--- src/rtl/mult_sequencer.sv ---
// Iterative shift-add HI/LO multiplier with decode stall generation.
// Latency: busy for WIDTH+1 cycles after accept; HI/LO written on the edge ending the SIGN cycle.
// Backpressure: stall is raised while busy if decode holds MFHI/MFLO or another MULT/MULTU.
module mult_sequencer #(
  parameter int WIDTH = 32
) (
  input  logic             clk,
  input  logic             rst,
  input  logic             start_mult,
  input  logic             mult_sign,
  input  logic [WIDTH-1:0] rs_data,
  input  logic [WIDTH-1:0] rt_data,
  input  logic             read_hi,
  input  logic             read_lo,
  output logic             stall,
  output logic             busy,
  output logic             done,
  output logic [WIDTH-1:0] hi,
  output logic [WIDTH-1:0] lo
);

  localparam int CW = (WIDTH > 1) ? $clog2(WIDTH) : 1;
  localparam int PW = 2 * WIDTH;

  typedef enum logic [1:0] {
    IDLE = 2'd0,
    RUN  = 2'd1,
    SIGN = 2'd2
  } state_t;

  state_t           state_q, state_d;
  logic [CW-1:0]    count_q, count_d;
  logic [PW-1:0]    acc_q, acc_d;
  logic [WIDTH-1:0] mcand_q, mcand_d;
  logic [WIDTH-1:0] mplier_q, mplier_d;
  logic             neg_q, neg_d;
  logic [WIDTH-1:0] hi_q, hi_d;
  logic [WIDTH-1:0] lo_q, lo_d;

  // Signed operands are reduced to magnitudes; the most negative value maps to itself,
  // which is the correct unsigned magnitude.
  logic [WIDTH-1:0] rs_mag, rt_mag;
  logic [PW-1:0]    product;

  assign rs_mag  = rs_data[WIDTH-1] ? (~rs_data + WIDTH'(1)) : rs_data;
  assign rt_mag  = rt_data[WIDTH-1] ? (~rt_data + WIDTH'(1)) : rt_data;
  assign product = neg_q ? (~acc_q + PW'(1)) : acc_q;

  // Next-state, datapath and status outputs; every state update is computed here.
  always_comb begin
    state_d  = state_q;
    count_d  = count_q;
    acc_d    = acc_q;
    mcand_d  = mcand_q;
    mplier_d = mplier_q;
    neg_d    = neg_q;
    hi_d     = hi_q;
    lo_d     = lo_q;
    busy     = (state_q != IDLE);
    done     = 1'b0;

    case (state_q)
      IDLE: begin
        if (start_mult) begin
          if (mult_sign) begin
            mcand_d  = rs_mag;
            mplier_d = rt_mag;
            neg_d    = rs_data[WIDTH-1] ^ rt_data[WIDTH-1];
          end else begin
            mcand_d  = rs_data;
            mplier_d = rt_data;
            neg_d    = 1'b0;
          end
          acc_d   = '0;
          count_d = '0;
          state_d = RUN;
        end
      end
      RUN: begin
        // One partial product per cycle, always the full WIDTH steps.
        if (mplier_q[count_q]) begin
          acc_d = acc_q + ({{WIDTH{1'b0}}, mcand_q} << count_q);
        end
        count_d = count_q + CW'(1);
        if (count_q == CW'(WIDTH - 1)) begin
          state_d = SIGN;
        end
      end
      SIGN: begin
        done    = 1'b1;
        hi_d    = product[PW-1:WIDTH];
        lo_d    = product[WIDTH-1:0];
        state_d = IDLE;
      end
      default: begin
        state_d = IDLE;
      end
    endcase

    // In IDLE a MULT proceeds down the pipe and HI/LO are already current.
    stall = busy & (read_hi | read_lo | start_mult);
  end

  // State register with synchronous reset that abandons any in-flight multiply.
  always_ff @(posedge clk) begin
    if (rst) begin
      state_q  <= IDLE;
      count_q  <= '0;
      acc_q    <= '0;
      mcand_q  <= '0;
      mplier_q <= '0;
      neg_q    <= 1'b0;
      hi_q     <= '0;
      lo_q     <= '0;
    end else begin
      state_q  <= state_d;
      count_q  <= count_d;
      acc_q    <= acc_d;
      mcand_q  <= mcand_d;
      mplier_q <= mplier_d;
      neg_q    <= neg_d;
      hi_q     <= hi_d;
      lo_q     <= lo_d;
    end
  end

  assign hi = hi_q;
  assign lo = lo_q;

endmodule
--- config.mk ---
export PLATFORM = sky130hd
export DESIGN_NAME = mult_sequencer
export DESIGN_NICKNAME = d
export VERILOG_FILES = /design/src/rtl/mult_sequencer.sv
export SDC_FILE = /design/constraint.sdc
export NUM_CORES = 1
export LEC_CHECK = 0
export ABC_AREA = 0
export CAP_MARGIN = 20
export CORE_UTILIZATION = 30
export DETAILED_ROUTE_END_ITERATION = 6
export PLACE_DENSITY = 0.58
export REMOVE_ABC_BUFFERS = 1
export SLEW_MARGIN = 40
export SYNTH_ARGS = -nofsm -noshare
export SYNTH_HDL_FRONTEND = slang
export SYNTH_SLANG_ARGS = --single-unit
--- constraint.sdc ---
create_clock -name clk -period 4.91 [get_ports clk]
set_input_delay 0.491 -clock clk [delete_from_list [all_inputs] [get_ports clk]]
set_output_delay 0.491 -clock clk [all_outputs]
set_load 0.005 [all_outputs]
### After elaboration in Yosys (flattened, before gate mapping)

Cells that the tools add are included.

| storage, ports and cells | value |
|---|---|
| flip-flop bits (word level) | 200 |
| bits of input ports | 70 |
| output and inout bits | 67 |
| logic and storage cells | 52 |

| operators by class | value |
|---|---|
| add/sub/neg operators | 5 |
| $lt $le $gt $ge | 1 |
| equality and inequality tests | 6 |
| shift-type cells | 1 |
| muxes and demuxes | 17 |
| bitwise logic cells | 7 |
| reduce and logical (&&, ||, !) cells | 7 |

Operators by type and width:

| kind | count |
|---|---|
| two-way mux 64 bit | 3 |
| two-way mux 32 bit | 4 |
| one-hot mux 64 bit (2 select lines) | 1 |
| adder 32 x 1 -> 32 bit (second input constant) | 2 |
| adder 64 x 1 -> 64 bit (second input constant) | 1 |
| adder 64 bit | 1 |
| NOT 32 bit | 2 |
| NOT 64 bit | 1 |
| left shift 32 x 5 -> 64 bit | 1 |
| one-hot mux 5 bit (2 select lines) | 1 |
| < comparator 5 x 6 -> 1 bit (second input constant) | 1 |
| inequality test 2 bit (second input constant) | 3 |
| AND reduction 2 bit | 3 |
| adder 5 x 1 -> 5 bit (second input constant) | 1 |
| binary-select mux 1 bit (select 5 bit) | 1 |
| equality test 5 bit (second input constant) | 1 |
| two-way mux 5 bit | 1 |
| two-way mux 2 bit | 2 |
| one-hot mux 2 bit (2 select lines) | 1 |
| nonzero test 2 bit | 2 |
| two-way mux 1 bit | 3 |
| AND reduction 3 bit | 1 |
| equality test 2 x 1 -> 1 bit (second input constant) | 1 |
| equality test 2 bit (second input constant) | 1 |
| other kinds (4) | 5 |

### Depth between registers and ports, before layout

| logic depth | value |
|---|---|
| depth after elaboration | 4 |
| mapped depth | 21 |
| gate-level depth less buffers | 17 |

### Worst setup path after synthesis

OpenSTA, ideal clock, no wires.

| timing | value |
|---|---|
| kind | flip-flop to flip-flop |
| start | register count_q[0] |
| end | register acc_q[60] |
| library setup time | 0.063 ns |
| arrival | 4.447 ns |
| data required time | 4.847 ns |
| setup slack | 0.400 ns |
| stages on the path, launching flop included | 20 |
| buffers on the path | 5 |
| period minus slack after synthesis | 4.510 ns |
| cells stage by stage | dfxtp_1 > buf_2 > buf_6 > buf_1 > clkbuf_1 > mux4_2 > mux2i_1 > mux2_2 > o22ai_1 > ha_1 > clkbuf_1 > a21oi_1 > o21bai_1 > a21oi_1 > o21ai_0 > a31oi_1 > nor4_2 > o2111ai_1 > a2111o_1 > nand3_1 |

| on the way | value |
|---|---|
| cells in the longest elaborated chain, start to end | 4 |
| elaborated cells on any way between the ends | 8 |
| classes of those cells | 1 x add/sub; 1 x eq/ne; 1 x shift; 4 x mux; 1 x reduce/logical |

RTL lines:

| item | line | RTL |
|---|---|---|
| start, declared | 32 | `logic [CW-1:0] count_q, count_d;` |
| start signal, assigned | 117 | `count_q <= count_d;` |
| left shift 32 x 5 -> 64 bit or binary-select mux 1 bit (select 5 bit) (tied branches) | 82, 81 |  |
| adder 64 bit or two-way mux 1 bit (tied branches) | 82, 81 |  |
| two-way mux 64 bit or inequality test 2 bit (tied branches) | -- |  |
| one-hot mux 64 bit (2 select lines) or AND reduction 3 bit (tied branches) | -- |  |
| end signal, assigned | 109 | `acc_q <= '0;` |
| end signal, assigned | 118 | `acc_q <= acc_d;` |
| end, declared | 33 | `logic [PW-1:0] acc_q, acc_d;` |

Several ways; a longest one is shown, not always the timed one. The select of a mux whose other input is x is not followed.
A chain may end at the register's enable or synchronous reset.

### Worst setup path after layout

Same ends and word-level chain as after synthesis.

==> qor.yml <==
outcome: "completed"
pwr-share-seq_pct: 42.1
initial_core_util_pct: 30.7
yosys_register_bits: 200
seq_area_um2: 4010
cts_tree: "built"
vias_per_cell: 5.34
cts_buffers: 17
cts.clk_slew.worst_paths_ns: 0.08
peakVddDrop_mv: 0.246
grt_antenna_before_repair: 0
ctsHoldBuffers: 0
final_nets: 2257
drc: 0
grt_overflow: 0
die_h_um: 229
dp.cells: 2771
synth-edff-count: 0
cts_resized: 0
rrSetupSlack_ns: 0.30
finalCritPeriodShare_pct: 93.8
fillers: 5246
max-cap-violations: 0
maxSlewViolCount: 0
powerDensity_nw_per_um2: 220
synthesis.area_um2: 15500
track_usage_pct: 19.5
cp-end-kind: "flip-flop"
synth_area_leaders: "dfxtp_1, xor2_1, nor2_1"
clock-root-buffer: "clkbuf_16"
rr_worst_depth: 16
grt_setup_unrepaired: "no"
first_pass_iters: 7
timing.rr.end: "acc_q[60]"
layout-drive-gt1-share_pct: 11.1
place_congestion: 0.924
p_int_w: 0.00281
fin_crit_ns: 4.61
synth_top_area_share_pct: 25.8
critPathLaunchType: "flip-flop"
synthTopCellsByCount: "nor2_1, nand2_1, dfxtp_1"
cts_setup_buffers: 0
hold_class: "primary input to flip-flop"
setup_viol: 0
final_hold_viol_count: 0
worst-path-max-fanout: 23
fmax_mhz: 217
worstSetupPathType: "flip-flop to flip-flop"
routed_wl_um: 51500
switching_share_pct: 31.5
p_clk_share_pct: 36.1
io_buffer_count: 136
min_from: "rst"
diodes: 0
rr_startpoint: "count_q[0]"
path_cells: "buf_4, mux2i_1, or3_1, or2_2, fa_1, nand2b_1, a21oi_1, a2bb2oi_1, buf_4, o2111a_1, nor4b_2, buf_4, nor4_2, o2111ai_1, a2111o_1, nand3_1"
postLayoutCoreUtil_pct: 36.9
cpPeakStageDelay_ns: 0.56
fin_cells: 2803
slowest_stage: "nor4_2"
skew_ns: 0.0210
p_comb_share_pct: 21.8
core-area_um2: 50600
maxSlewHeadroom_pct: 49.4
fp.dieW_um: 229
p_leak_nw: 6.81
min_to: "hi[28]"
area_growth_pct: 20.2
hpwl_um: 41200
rows: 82
ys.flop_type: "dfxtp_1"
worstPathRequired_ns: 5.33
cts.path.max_buffers: 2
yosysMostFrequentCell: "nor2_1"
power_switching_w: 0.00129
min_path_cells: 2
die_area_um2: 52700
postRouteAntennaNets: 0
synth_largest_area_cell: "dfxtp_1"
io_pins: 137
async_flop_share_pct: 0
insertion_delay_ns: 0.48
critPathArrivalTime_ns: 5.03
multiInputGateArea_um2: 10900
synth_warnings: 0
htree_num_levels: 4
seq_area_frac_synth_pct: 25.8
vias: 15000
drt_iter0_drc: 896
grt_pass1_vias: 14500
avgRoutedWirePerCell_um: 18.4
netlist_instances: 1993
hold_slack_ns: 0.286
synth_area_per_cell_um2: 7.79
worst_slew_pin_slew_ns: 0.758
synth.distinct_cells: 80
fin_ws_ns: 0.304
grt_pass1_wl_um: 81100
cts_sinks: 200
grt_max_degree: 82
worst_path_most_repeated_cell: "buf_4"
preCtsSetupSlack_ns: 0.164
power_w: 0.00410
-- final cells by class --
| cell class | instances | area share (%) |
|---|---|---|
| multi-input combinational | 1625 | 58.3 |
| sequential | 200 | 21.5 |
| timing repair buffer | 242 | 11.8 |
| tap | 672 | 4.51 |
| clock buffer | 18 | 2.30 |
| clock inverter | 14 | 0.898 |
| inverter | 32 | 0.657 |
-- flip-flops by register name, indices dropped and copies added, names as in the netlist --
name	count
mplier_q	32
mcand_q	32
lo	32
hi	32
acc_q	64
neg_q	1
count_q	5
state_q	2
-- power groups by stage --
stage	sequential [W]	clock, W	combinational (W)
5_1_grt	0.00173	0.00158	0.000983
4_1_cts	0.00173	0.00152	0.000898
6_report	0.00173	0.00148	0.000895
3_5_place_dp	0.00176	0	0.000895
3_3_place_gp	0.00176	0	0.000888
2_1_floorplan	0.00176	0	0.000530
-- critical path, delay by kind of cell, from the launching register on --
family	cells	cell delay, ns
AOI/OAI and AO/OA	5	1.35
adders and majority gates	1	0.41
buffers and inverters	3	0.65
DFF	1	0.41
muxes	1	0.14
and+or+nand+nor	6	1.57
-- per-stage QoR --
| step | setup TNS (ns) | area [um^2] |
|---|---|---|
| 6_report | 0 | 18700 |
| 4_1_cts | 0 | 18600 |
| 2_1_floorplan | -13.42 | 15000 |
| 3_3_place_gp | 0 | 18000 |
| 5_1_grt | 0 | 18700 |
| 3_5_place_dp | 0 | 18000 |
-- layer usage --
metal | wire [um] | global-route usage (%)
met5 | 0 | 0
met3 | 2060 | 2.95
met4 | 1310 | 6.71
met1 | 25100 | 26.6
met2 | 23000 | 31.1
-- cell usage in the layout (no fill, tap or decap), types with 13 or more instances in the layout --
cell type / count
clkbuf_16: 17
o21bai_1: 15
o21a_1: 13
a21o_1: 30
mux2_2: 24
or3_1: 31
nor3_1: 40
inv_1: 30
clkdlybuf4s50_1: 135
mux4_2: 32
nor4_1: 13
nand4_1: 22
nor2_1: 241
ha_1: 68
mux2i_1: 50
o41ai_1: 15
and3_1: 14
nand2b_1: 22
dfxtp_1: 196
xor2_1: 109
a211oi_1: 109
o22ai_1: 17
nand2_1: 202
nand3_1: 42
o21ai_0: 123
buf_4: 101
a21oi_1: 150
o31ai_1: 24
xnor2_1: 50
-- logic make-up after synthesis --
logic type               after synthesis  synth area share, %
AO/OA/AOI/OAI                        577                 23.8
XOR/XNOR                             159                 8.97
adder cells (fa/ha/maj)               69                 5.61
buffers and inverters                168                 4.31
flip-flops                           200                 25.8
multiplexers                         107                 9.75
AND/OR/NAND/NOR                      713                 21.7
-- worst max-delay path by stage --
| stage | start | endpoint | slack, ns |
|---|---|---|---|
| after floorplan | count_q[0] | acc_q[24] | -0.36 |
| after global placement | count_q[0] | acc_q[62] | 0.07 |
| after detailed placement | count_q[0] | acc_q[62] | 0.16 |
| after CTS | count_q[0] | acc_q[62] | 0.11 |
| after global routing | count_q[0] | acc_q[50] | 0.01 |
| final | count_q[0] | acc_q[60] | 0.30 |
Note: power is estimated with default switching activity, not from simulation.
